$ cat config.mk
export PLATFORM = sky130hd
export DESIGN_NAME = led_pwm_blinker
export DESIGN_NICKNAME = d
export VERILOG_FILES = /design/src/rtl/led_pkg.sv /design/src/rtl/led_channel.sv /design/src/rtl/led_pwm_blinker.sv
export SDC_FILE = /design/constraint.sdc
export NUM_CORES = 1
export LEC_CHECK = 0
export ABC_AREA = 0
export CORE_UTILIZATION = 25
export CTS_BUF_LIST = sky130_fd_sc_hd__clkbuf_16
export DETAILED_ROUTE_END_ITERATION = 7
export SLEW_MARGIN = 20
export SYNTH_ARGS = -nofsm -noshare
export SYNTH_HDL_FRONTEND = slang
export SYNTH_SLANG_ARGS = --single-unit
$ cat constraint.sdc
create_clock -name WB_CLK -period 3.39 [get_ports WB_CLK]
set_clock_uncertainty 0.1 [all_clocks]
set_input_delay 0.5085 -clock WB_CLK [delete_from_list [all_inputs] [get_ports WB_CLK]]
set_output_delay 0.5085 -clock WB_CLK [all_outputs]
set_load 0.05 [all_outputs]
$ cat src/rtl/led_pkg.sv
// Shared definitions for the LED PWM/blink controller.
//   - 2-bit per-channel mode encodings
//   - breathe FSM state type and its state constants
package led_pkg;

  // Per-channel mode encodings
  localparam logic [1:0] MODE_OFF     = 2'b00;
  localparam logic [1:0] MODE_SOLID   = 2'b01;
  localparam logic [1:0] MODE_BLINK   = 2'b10;
  localparam logic [1:0] MODE_BREATHE = 2'b11;

  // Breathe FSM state type: ramping up or ramping down
  typedef logic [0:0] breathe_state_t;
  localparam breathe_state_t BR_UP   = 1'b0;
  localparam breathe_state_t BR_DOWN = 1'b1;

endpackage

$ cat src/rtl/led_channel.sv
// One LED channel: OFF / SOLID / BLINK / BREATHE behaviour driven by the
// shared PWM counter and the shared prescaler tick.
// Ports:
//   clk, rst  : clock and asynchronous active-high reset
//   enable    : 1 = run, 0 = hold all state and drive led low
//   tick      : one-cycle prescaler pulse (already qualified with enable)
//   mode      : channel mode (led_pkg MODE_* encodings)
//   duty      : SOLID-mode duty value
//   pwm_cnt   : shared free-running PWM counter
//   led       : registered LED drive
module led_channel
  import led_pkg::*;
#(
  parameter int unsigned PWM_W      = 8,
  parameter int unsigned BLINK_HALF = 256
) (
  input  logic             clk,
  input  logic             rst,
  input  logic             enable,
  input  logic             tick,
  input  logic [1:0]       mode,
  input  logic [PWM_W-1:0] duty,
  input  logic [PWM_W-1:0] pwm_cnt,
  output logic             led
);

  localparam int unsigned     TC_W    = (BLINK_HALF > 1) ? $clog2(BLINK_HALF) : 1;
  localparam logic [TC_W-1:0] TC_LAST = TC_W'(BLINK_HALF - 1);
  localparam logic [PWM_W-1:0] LVL_MAX = '1;

  logic [1:0]       prev_mode, prev_mode_next;
  logic [TC_W-1:0]  tick_cnt, tick_cnt_next;
  logic             blink_state, blink_next;
  logic [PWM_W-1:0] level, level_next;
  breathe_state_t   br_state, br_next;
  logic             led_next;
  logic             mode_chg_c;

  // State register
  always_ff @(posedge clk or posedge rst) begin
    if (rst) begin
      prev_mode   <= MODE_OFF;
      tick_cnt    <= '0;
      blink_state <= 1'b0;
      level       <= '0;
      br_state    <= BR_UP;
      led         <= 1'b0;
    end else begin
      prev_mode   <= prev_mode_next;
      tick_cnt    <= tick_cnt_next;
      blink_state <= blink_next;
      level       <= level_next;
      br_state    <= br_next;
      led         <= led_next;
    end
  end

  // Next-state and LED decode; a mode change takes priority over a tick
  always_comb begin
    prev_mode_next = prev_mode;
    tick_cnt_next  = tick_cnt;
    blink_next     = blink_state;
    level_next     = level;
    br_next        = br_state;
    led_next       = 1'b0;
    mode_chg_c     = (mode != prev_mode);

    if (enable) begin
      prev_mode_next = mode;
      if (mode_chg_c) begin
        tick_cnt_next = '0;
        blink_next    = 1'b0;
        level_next    = '0;
        br_next       = BR_UP;
      end else begin
        if (tick) begin
          if (mode == MODE_BLINK) begin
            if (tick_cnt == TC_LAST) begin
              tick_cnt_next = '0;
              blink_next    = ~blink_state;
            end else begin
              tick_cnt_next = TC_W'(tick_cnt + 1'b1);
            end
          end else if (mode == MODE_BREATHE) begin
            case (br_state)
              BR_UP: begin
                if (level == LVL_MAX) begin
                  br_next    = BR_DOWN;
                  level_next = PWM_W'(LVL_MAX - 1'b1);
                end else begin
                  level_next = PWM_W'(level + 1'b1);
                end
              end
              default: begin
                if (level == '0) begin
                  br_next    = BR_UP;
                  level_next = PWM_W'(1);
                end else begin
                  level_next = PWM_W'(level - 1'b1);
                end
              end
            endcase
          end
        end

        case (mode)
          MODE_SOLID:   led_next = (pwm_cnt < duty);
          MODE_BLINK:   led_next = blink_state;
          MODE_BREATHE: led_next = (pwm_cnt < level);
          default:      led_next = 1'b0;
        endcase
      end
    end
  end

endmodule

$ cat src/rtl/led_pwm_blinker.sv
// Multi-channel LED controller: shared prescaler and PWM counter feeding
// N_CH independent channels (OFF / SOLID / BLINK / BREATHE).
// Ports:
//   WB_CLK : fabric clock
//   WB_RST : asynchronous active-high reset (release synchronised internally)
//   enable : 1 = run, 0 = freeze every counter and force outputs low
//   mode   : 2 bits per channel, channel i at [2i+1:2i]
//   duty   : PWM_W bits per channel, channel i at [PWM_W*i +: PWM_W]
//   led    : registered LED drive, one bit per channel
//   tick   : registered one-cycle pulse per prescaler period
module led_pwm_blinker
  import led_pkg::*;
#(
  parameter int unsigned N_CH       = 3,
  parameter int unsigned PWM_W      = 8,
  parameter int unsigned PRESC_DIV  = 50000,
  parameter int unsigned BLINK_HALF = 256
) (
  input  logic                    WB_CLK,
  input  logic                    WB_RST,
  input  logic                    enable,
  input  logic [2*N_CH-1:0]       mode,
  input  logic [PWM_W*N_CH-1:0]   duty,
  output logic [N_CH-1:0]         led,
  output logic                    tick
);

  // Reject unusable configurations at elaboration
  if (N_CH < 1 || N_CH > 16) begin : g_bad_nch
    $fatal(1, "led_pwm_blinker: N_CH must be in 1..16");
  end
  if (PRESC_DIV < 2) begin : g_bad_presc
    $fatal(1, "led_pwm_blinker: PRESC_DIV must be >= 2");
  end
  if (BLINK_HALF < 1) begin : g_bad_blink
    $fatal(1, "led_pwm_blinker: BLINK_HALF must be >= 1");
  end

  localparam int unsigned     PS_W    = $clog2(PRESC_DIV);
  localparam logic [PS_W-1:0] PS_LAST = PS_W'(PRESC_DIV - 1);

  logic             rst_meta, rst_sync;
  logic [PS_W-1:0]  presc, presc_next;
  logic [PWM_W-1:0] pwm_cnt, pwm_next;
  logic             tick_next;
  logic             ch_tick_c;

  // Reset asserts immediately, releases two clock edges after WB_RST falls
  always_ff @(posedge WB_CLK or posedge WB_RST) begin
    if (WB_RST) begin
      rst_meta <= 1'b1;
      rst_sync <= 1'b1;
    end else begin
      rst_meta <= 1'b0;
      rst_sync <= rst_meta;
    end
  end

  // Shared prescaler / PWM counter registers
  always_ff @(posedge WB_CLK or posedge rst_sync) begin
    if (rst_sync) begin
      presc   <= '0;
      pwm_cnt <= '0;
      tick    <= 1'b0;
    end else begin
      presc   <= presc_next;
      pwm_cnt <= pwm_next;
      tick    <= tick_next;
    end
  end

  // Counters advance only while enabled; tick marks the prescaler wrap
  always_comb begin
    presc_next = presc;
    pwm_next   = pwm_cnt;
    tick_next  = 1'b0;
    if (enable) begin
      pwm_next = PWM_W'(pwm_cnt + 1'b1);
      if (presc == PS_LAST) begin
        presc_next = '0;
        tick_next  = 1'b1;
      end else begin
        presc_next = PS_W'(presc + 1'b1);
      end
    end
  end

  // A pending tick is not consumed by channels while disabled
  assign ch_tick_c = tick & enable;

  for (genvar i = 0; i < N_CH; i++) begin : g_ch
    led_channel #(
      .PWM_W      (PWM_W),
      .BLINK_HALF (BLINK_HALF)
    ) u_ch (
      .clk     (WB_CLK),
      .rst     (rst_sync),
      .enable  (enable),
      .tick    (ch_tick_c),
      .mode    (mode[2*i +: 2]),
      .duty    (duty[PWM_W*i +: PWM_W]),
      .pwm_cnt (pwm_cnt),
      .led     (led[i])
    );
  end

endmodule
* After elaboration in Yosys (flattened, before gate mapping)
Cells that the tools add are included.
** Word-level totals
- Bits in registers :: 90
- Latch bits :: 0
- RAM bits :: 0
- Memory bits (read-only) :: 0
- Output and inout port bits :: 4
- Word-level logic and storage cells :: 168
- Memories kept :: 0
** Cells by class
- $add $sub $neg :: 11
- $mul :: 0
- Div/mod/pow operators :: 0
- Magnitude comparators :: 6
- Equality and inequality tests :: 22
- Shift-type cells :: 0
- Muxes and demuxes :: 78
- Bitwise operators :: 4
- Reductions and logical operators :: 24
** Operator list (number)
- 8-bit 2-to-1 mux :: 33
- 8-bit by 1-bit adder with 8-bit output (second input constant) :: 7
- 8-bit == test (second input constant) :: 6
- 8-bit < comparator :: 6
- 1-bit 2-to-1 mux :: 41
- 8-bit zero test :: 3
- 4-bit AND reduction :: 6
- 2-bit nonzero test :: 12
- 8-bit by 1-bit subtractor with 8-bit output (second input constant) :: 3
- 16-bit by 1-bit adder with 16-bit output (second input constant) :: 1
- 16-bit == test (second input constant) :: 1
- 16-bit 2-to-1 mux :: 1
- 2-bit == test (second input constant) :: 6
- 1-bit case mux with 3 select lines :: 3
- 3-bit AND reduction :: 3
- 2-bit by 1-bit == test with 1-bit output (second input constant) :: 3
- 2-bit by 1-bit != test with 1-bit output (second input constant) :: 3
- 2-bit != test :: 3
- 1-bit NOT :: 3
- 1-bit AND :: 1

* Logic depth before layout (Yosys ltp)
Gate-level depths: netlist of the first run.
- Word-level depth :: 7
- Gate-level depth with buffers :: 8

* Modules after synthesis
Synthesis of the first run repeated with hierarchy kept, for this count alone.
** Second synthesis, totals
- Cells, all modules :: 719
- Area total of the unflattened synthesis :: 6548.8 um^2
** Modules (own cells, without submodules)
- led_channel (g_ch[0].u_ch ...) :: times used 2, cells each 203, area an instance 1762.9 um^2, sequential area each 525.5 um^2
- led_channel (g_ch[1].u_ch) :: times used 1, cells each 205, area an instance 1783.0 um^2, sequential area each 525.5 um^2
- led_pwm_blinker :: times used 1, cells each 108, area an instance 1239.9 um^2, sequential area each 678.2 um^2

* Worst setup path before layout of the first run
Ideal clock, no wire load.
- Path kind :: register -> register
- Start :: register tick
- End :: register g_ch[1].u_ch.tick_cnt[7]
- Library setup time :: 0.078 ns
- Data arrival time :: 1.975 ns
- Data required time :: 3.212 ns
- Setup slack :: 1.238 ns
- Stages on the path, launching flop included :: 6
- Buffers on the path :: 0
- Cells stage by stage :: dfrtp_1 -> and3b_1 -> o21ai_4 -> nand3_1 -> or4_1 -> a21oi_1
** Between the ends
- Word-level cells in the longest chain between the ends :: 3
** Ends and longest elaborated chain
- start: declaration :: RTL line led_pwm_blinker.sv:25 : output logic tick
- start signal: assignment :: RTL line led_pwm_blinker.sv:68 : tick <= tick_next;
- 1-bit AND :: RTL line led_pwm_blinker.sv:89 : assign ch_tick_c = tick & enable;
- 2-bit nonzero test (no line)
- 3-bit AND reduction (no line)
- end signal: assignment :: RTL line led_channel.sv:50 : tick_cnt <= tick_cnt_next;
- end: declaration :: RTL line led_channel.sv:32 : logic [TC_W-1:0] tick_cnt, tick_cnt_next;
No other way between the ends.
A chain may end at the register's enable or synchronous reset.

* Worst setup path after layout of the first run
- Start :: register tick
- End :: output tick
No word-level cell between the ends.

==> results of run 1 <==
==> layout make-up <==
type	count	area, um^2
Sequential cell	90	2250
Clock buffer	9	225
Clock inverter	7	76.3
Fill cell	2582	17200
Timing Repair Buffer	44	428
Tap cell	324	405
Multi-Input combinational cell	542	3700
Inverter	51	193
==> state kept, by name, indices dropped and copies added (netlist names), 3 cells and up <==
signal and count:
presc 16, g_ch.u_ch.led 3, g_ch.u_ch.level 24, g_ch.u_ch.blink_state 3, pwm_cnt 8, g_ch.u_ch.prev_mode 6, g_ch.u_ch.br_state 3, g_ch.u_ch.tick_cnt 24
==> cell usage after synthesis, types with 5 or more instances <==
library cell   n
dfrtp_1       88
nor2_1        61
ha_1          56
nand2_1       55
inv_1         51
o21ai_0       37
nand3_1       35
a21oi_1       32
xnor2_1       26
nand4_1       24
xor2_1        18
nor3_1        12
a211oi_1      11
clkbuf_1      11
a31oi_1       10
nand2b_1       9
and3_1         8
and4_1         8
mux2_2         8
nor3b_1        8
o211ai_1       8
o31ai_1        8
and2_1         7
nor4_1         7
a22o_1         5
buf_2          5
o21a_1         5
o21bai_1       5
or4_1          5
==> power by group <==
group          total [uW]  switching [uW]  internal [uW]
combinational         865             449            416
sequential           1340             170           1170
clock                1040             458            578
total                3240            1080           2160
==> layer usage <==
metal / vias to the layer above / track usage [%]
met5: - / 0
met4: 0 / 3.64
met3: 10 / 2.56
met2: 93 / 18.4
met1: 2475 / 17.1
li1: 2648 / -
==> stage by stage <==
stage	util (%)	hold slack, ns	instance area [um^2]	cells
6_report	29.7	0.251	7290	1067
5_1_grt	29.7	0.267	7290	1067
4_1_cts	29.7	0.264	7290	1067
3_5_place_dp	28.5	0.253	6990	1051
3_3_place_gp	28.5	0.246	6990	1051
2_1_floorplan	-	0.245	6290	706
==> worst reg2reg max path: stages (launching register included) <==
cell and delay (ns):
dfrtp_1 0.50, inv_1 0.15, ha_1 0.31, a211oi_1 0.25, a211oi_1 0.12, or4_1 0.51
a311oi_1 0.39
==> cells by family (layout without fill, tap and decap cells) <==
group                      after synthesis  in the layout
AOI/OAI and AO/OA                      164            164
xor gates and xnor gates                44             44
adders and majority gates               56             56
buffers and inverters                   74            111
DFF                                     90             90
muxes                                   11             11
other                                    1              1
and+or+nand+nor                        266            266
==> worst paths after layout <==
path | to | slack [ns] | depth (start not counted)
max reg2reg | g_ch[2].u_ch.led | 0.93 | 6
min in group WB_CLK | rst_sync | 0.26 | 0
max in group asynchronous | g_ch[1].u_ch.prev_mode[1] | 2.58 | 2
max | tick | 0.86 | 1
min | presc[12] | 0.25 | 2
min reg2reg | presc[12] | 0.25 | 2
==> cells in the final DEF (no fill, tap or decap), types with 18 or more instances in the layout <==
cell type        count
a21oi_1             32
clkdlybuf4s50_1     35
dfrtp_1             88
ha_1                56
inv_1               51
nand2_1             55
nand3_1             35
nand4_1             24
nor2_1              61
o21ai_0             37
xnor2_1             26
xor2_1              18
==> reports/metrics.yaml, run 1 <==
track_usage_pct: 12.1
ant_nets: 0
num_vias: 5226
critPathBufInv: 1
synth-main-ff-cell: "dfrtp_1"
relSlewSlack_pct: 58.8
cap_viol_max_count: 0
antenna_found_initial: 0
crit_path_max_fanout: 10
rsz0062_at_grt: "no"
gp_congestion: 0.869
first_pass_iters: 5
n_antenna_cell: 0
clk_pin_slew_worst_paths_ns: 0.07
synth_area_leaders: "dfrtp_1, ha_1, nor2_1"
wl_met2_um: 6640
die_w_um: 161
synthSimpleGateAreaFrac_pct: 22.1
dr.max_layer_used: "met4"
die_area_um2: 25800
drive_above_1_share_pct: 6.73
yosysSeqAreaShare_pct: 35.8
outcome: "complete, no violations"
finalWirelength_um: 14800
wl_per_cell_um: 13.9
numPortBuffers: 36
timing.final.ws_setup_ns: 0.859
hp-class: "reg2async"
clk_latency_ns: 0.35
reg2reg_from: "g_ch[2].u_ch.level[2]"
slew_viol_final: 0
tns_ns: 0
finalSetupViolations: 0
hpwlAfterDp_um: 10900
synthAdderAreaFrac_pct: 11.1
syn_area_um2: 6290
critPathCaptureType: "output port"
rows: 57
yosysTopAreaCell: "dfrtp_1"
synth-edff-count: 0
grt_pass1_wl_um: 25200
critPathLaunch: "tick"
cts_made_buffers: 9
areaGrowthSynthToFinish_pct: 15.8
hold_violations: 0
synth_xor_area_share_pct: 6.12
worstMarginPinSlew_ns: 0.615
clock.fmax_ghz: 0.395
wl_met3_um: 568
hold_buffers: 0
report.power.total_uw: 3240
gr-total-overflow: 0
core_area_um2: 24500
cts_resized: 0
synthArstFlopShare_pct: 100
critPathKind: "reg2out"
syn_inst: 706
wl_met1_um: 7470
cp.arrival_ns: 1.92
grt_max_degree: 89
cellLeakagePower_uw: 0.00301
clock_sinks: 90
cpMaxStageDelayCell: "clkdlybuf4s50_1"
layout.nets: 827
syn-num-nets: 795
die_y_um: 161
synth_top_area_share_pct: 35.0
synthMuxAreaShare_pct: 1.91
yosys_register_bits: 90
avgSynthCellArea_um2: 8.92
drt-initial-drc-count: 409
start_kind: "register"
max_stage_delay_ns: 0.90
cts_tree: "yes"
yosys_warnings: 0
cts_setup_buffers: 0
synth_cell_types: 74
start_util_pct: 25.7
htreeDepth: 3
cts-root-buf: "clkbuf_16"
power.density_nw_per_um2: 445
dp_slack_ns: 0.652
viasPerCell: 4.90
grt_pass1_vias: 4905
drc_errors: 0
synth-compound-area-share_pct: 17.5
crit_chain: "clkdlybuf4s50_1"
ir_worst_vdd_mv: 0.240
synth_top_family_by_area: "simple AND/OR/NAND/NOR gates"
min_period_over_period_pct: 74.6
critPathTopFamily: "buffers and inverters"
ios: 37
required_ns: 2.78
min_period_ns: 2.53
clockBufferDepth: 2
(Power assumes the default switching activity.)
==> run 2, diff against run 1 <==
clock period = 2.1 ns   (was 3.39 ns; I/O delays follow)
==> run 2 against run 1 <==
Against the previous run: combinational power grew 110%; clock-buffer cell count is the same; final cell count grew 7.4%; sequential share of layout area shrank 2.6 points; sequential cell count is the same.
==> reports/metrics.yaml, run 2 (synthesis results as in run 1) <==
power.density_nw_per_um2: 712
die_w_um: 161
areaGrowthSynthToFinish_pct: 26.7
clk_pin_slew_worst_paths_ns: 0.08
viasPerCell: 4.84
layout.nets: 906
cp.arrival_ns: 2.19
clk_latency_ns: 0.35
grt_pass1_vias: 5468
min_period_ns: 2.04
start_util_pct: 25.7
ios: 37
outcome: "complete, no violations"
crit_path_max_fanout: 2
finalWirelength_um: 15700
cts_made_buffers: 9
clock.fmax_ghz: 0.491
grt_pass1_wl_um: 26700
numPortBuffers: 36
r2r-end: "g_ch[2].u_ch.led"
drc_errors: 0
grt_max_degree: 55
hpwlAfterDp_um: 11900
critPathKind: "reg2reg"
clock_sinks: 90
start_kind: "register"
cellLeakagePower_uw: 0.00342
final_cell_mix: "buf_4, dfrtp_1, nor2_1"
htreeDepth: 3
antenna_found_initial: 1
wl_met2_um: 7090
relSlewSlack_pct: 65.8
finalSetupViolations: 0
ant_nets: 0
crit_path_end: "g_ch[2].u_ch.led"
reg2reg_setup_slack_ns: 0.06
worstMarginPinSlew_ns: 0.511
critPathLaunch: "pwm_cnt[2]"
gr-total-overflow: 0
report.power.total_uw: 5680
clockBufferDepth: 2
reg2reg_from: "pwm_cnt[2]"
rsz0062_at_grt: "yes"
hold_violations: 0
layout_commonest_cell: "buf_4"
core_area_um2: 24500
r2r_cells: 5
wl_met1_um: 7770
cts-root-buf: "clkbuf_16"
cap_viol_max_count: 0
gp_congestion: 0.836
ir_worst_vdd_mv: 0.380
wl_met3_um: 638
required_ns: 2.25
whs_ns: 0.147
num_vias: 5544
dr.max_layer_used: "met5"
first_pass_iters: 5
slew_viol_final: 0
die_y_um: 161
hp-class: "reg2async"
cts_tree: "yes"
n_antenna_cell: 0
reg_top3: "g_ch.u_ch.level: 24 flops, g_ch.u_ch.tick_cnt: 24 flops, presc: 16 flops"
drive_above_1_share_pct: 17.8
die_area_um2: 25800
drt-initial-drc-count: 402
critPathCaptureType: "register"
track_usage_pct: 12.7
wl_per_cell_um: 13.7
min_period_over_period_pct: 96.9
rows: 57
run 2: repair_timing:
| item | in CTS | in global routing |
|---|---|---|
| resized for setup | 1 | 13 |
| pin swaps | 0 | 1 |
| hold buffers | 0 | 0 |
| setup buffers | 0 | 0 |
| setup endpoints to repair | 1 | 10 |
run 2: final cells by class:
| type | count | area [um^2] |
|---|---|---|
| fillers | 2521 | 16600 |
| multi-input cells | 542 | 3750 |
| flip-flops and latches | 90 | 2260 |
| repair buffers | 123 | 1030 |
| well taps | 324 | 405 |
| clock buffers | 9 | 225 |
| inverters | 51 | 195 |
| clock inverters | 7 | 105 |
run 2: critical path, cell delays in order (launching register included):
cell and delay (ns):
dfrtp_1 0.39, ha_1 0.31, a211oi_1 0.24, a211oi_1 0.10, or4_4 0.54, a311oi_2 0.27
run 2: worst min-delay path by stage:
stage	cells past startpoint	end	startpoint
6_report	1	g_ch[1].u_ch.level[4]	rst_sync
5_1_grt	1	g_ch[1].u_ch.level[4]	rst_sync
4_1_cts	1	g_ch[1].u_ch.level[4]	rst_sync
3_5_place_dp	1	pwm_cnt[0]	rst_sync
3_3_place_gp	1	pwm_cnt[0]	rst_sync
2_1_floorplan	1	rst_meta	WB_RST
run 2: where the power goes:
part,switching (uW),leakage [uW],internal (uW)
combinational,935,0.00205,850
clock,764,0.000159,1070
sequential,172,0.00120,1890
total,1870,0.00342,3810
run 2: metal layers:
layer | global-route usage (%) | up-vias
met5 | 0 | -
met4 | 2.99 | 2
met3 | 2.32 | 13
met2 | 20.9 | 112
met1 | 17.2 | 2623
li1 | - | 2794
run 2: through the flow:
step	setup slack, ns	cell area, um^2	cells	TNS [ns]	util [%]
final	0.0642	7970	1146	0	32.5
after global routing	-0.0346	7970	1146	-0.0382	32.5
after CTS	0.000715	7930	1146	0	32.3
after detailed placement	-0.158	7590	1130	-1.45	30.9
after global placement	-0.0957	7590	1130	-0.835	30.9
after floorplan	0.0518	6300	706	0	-
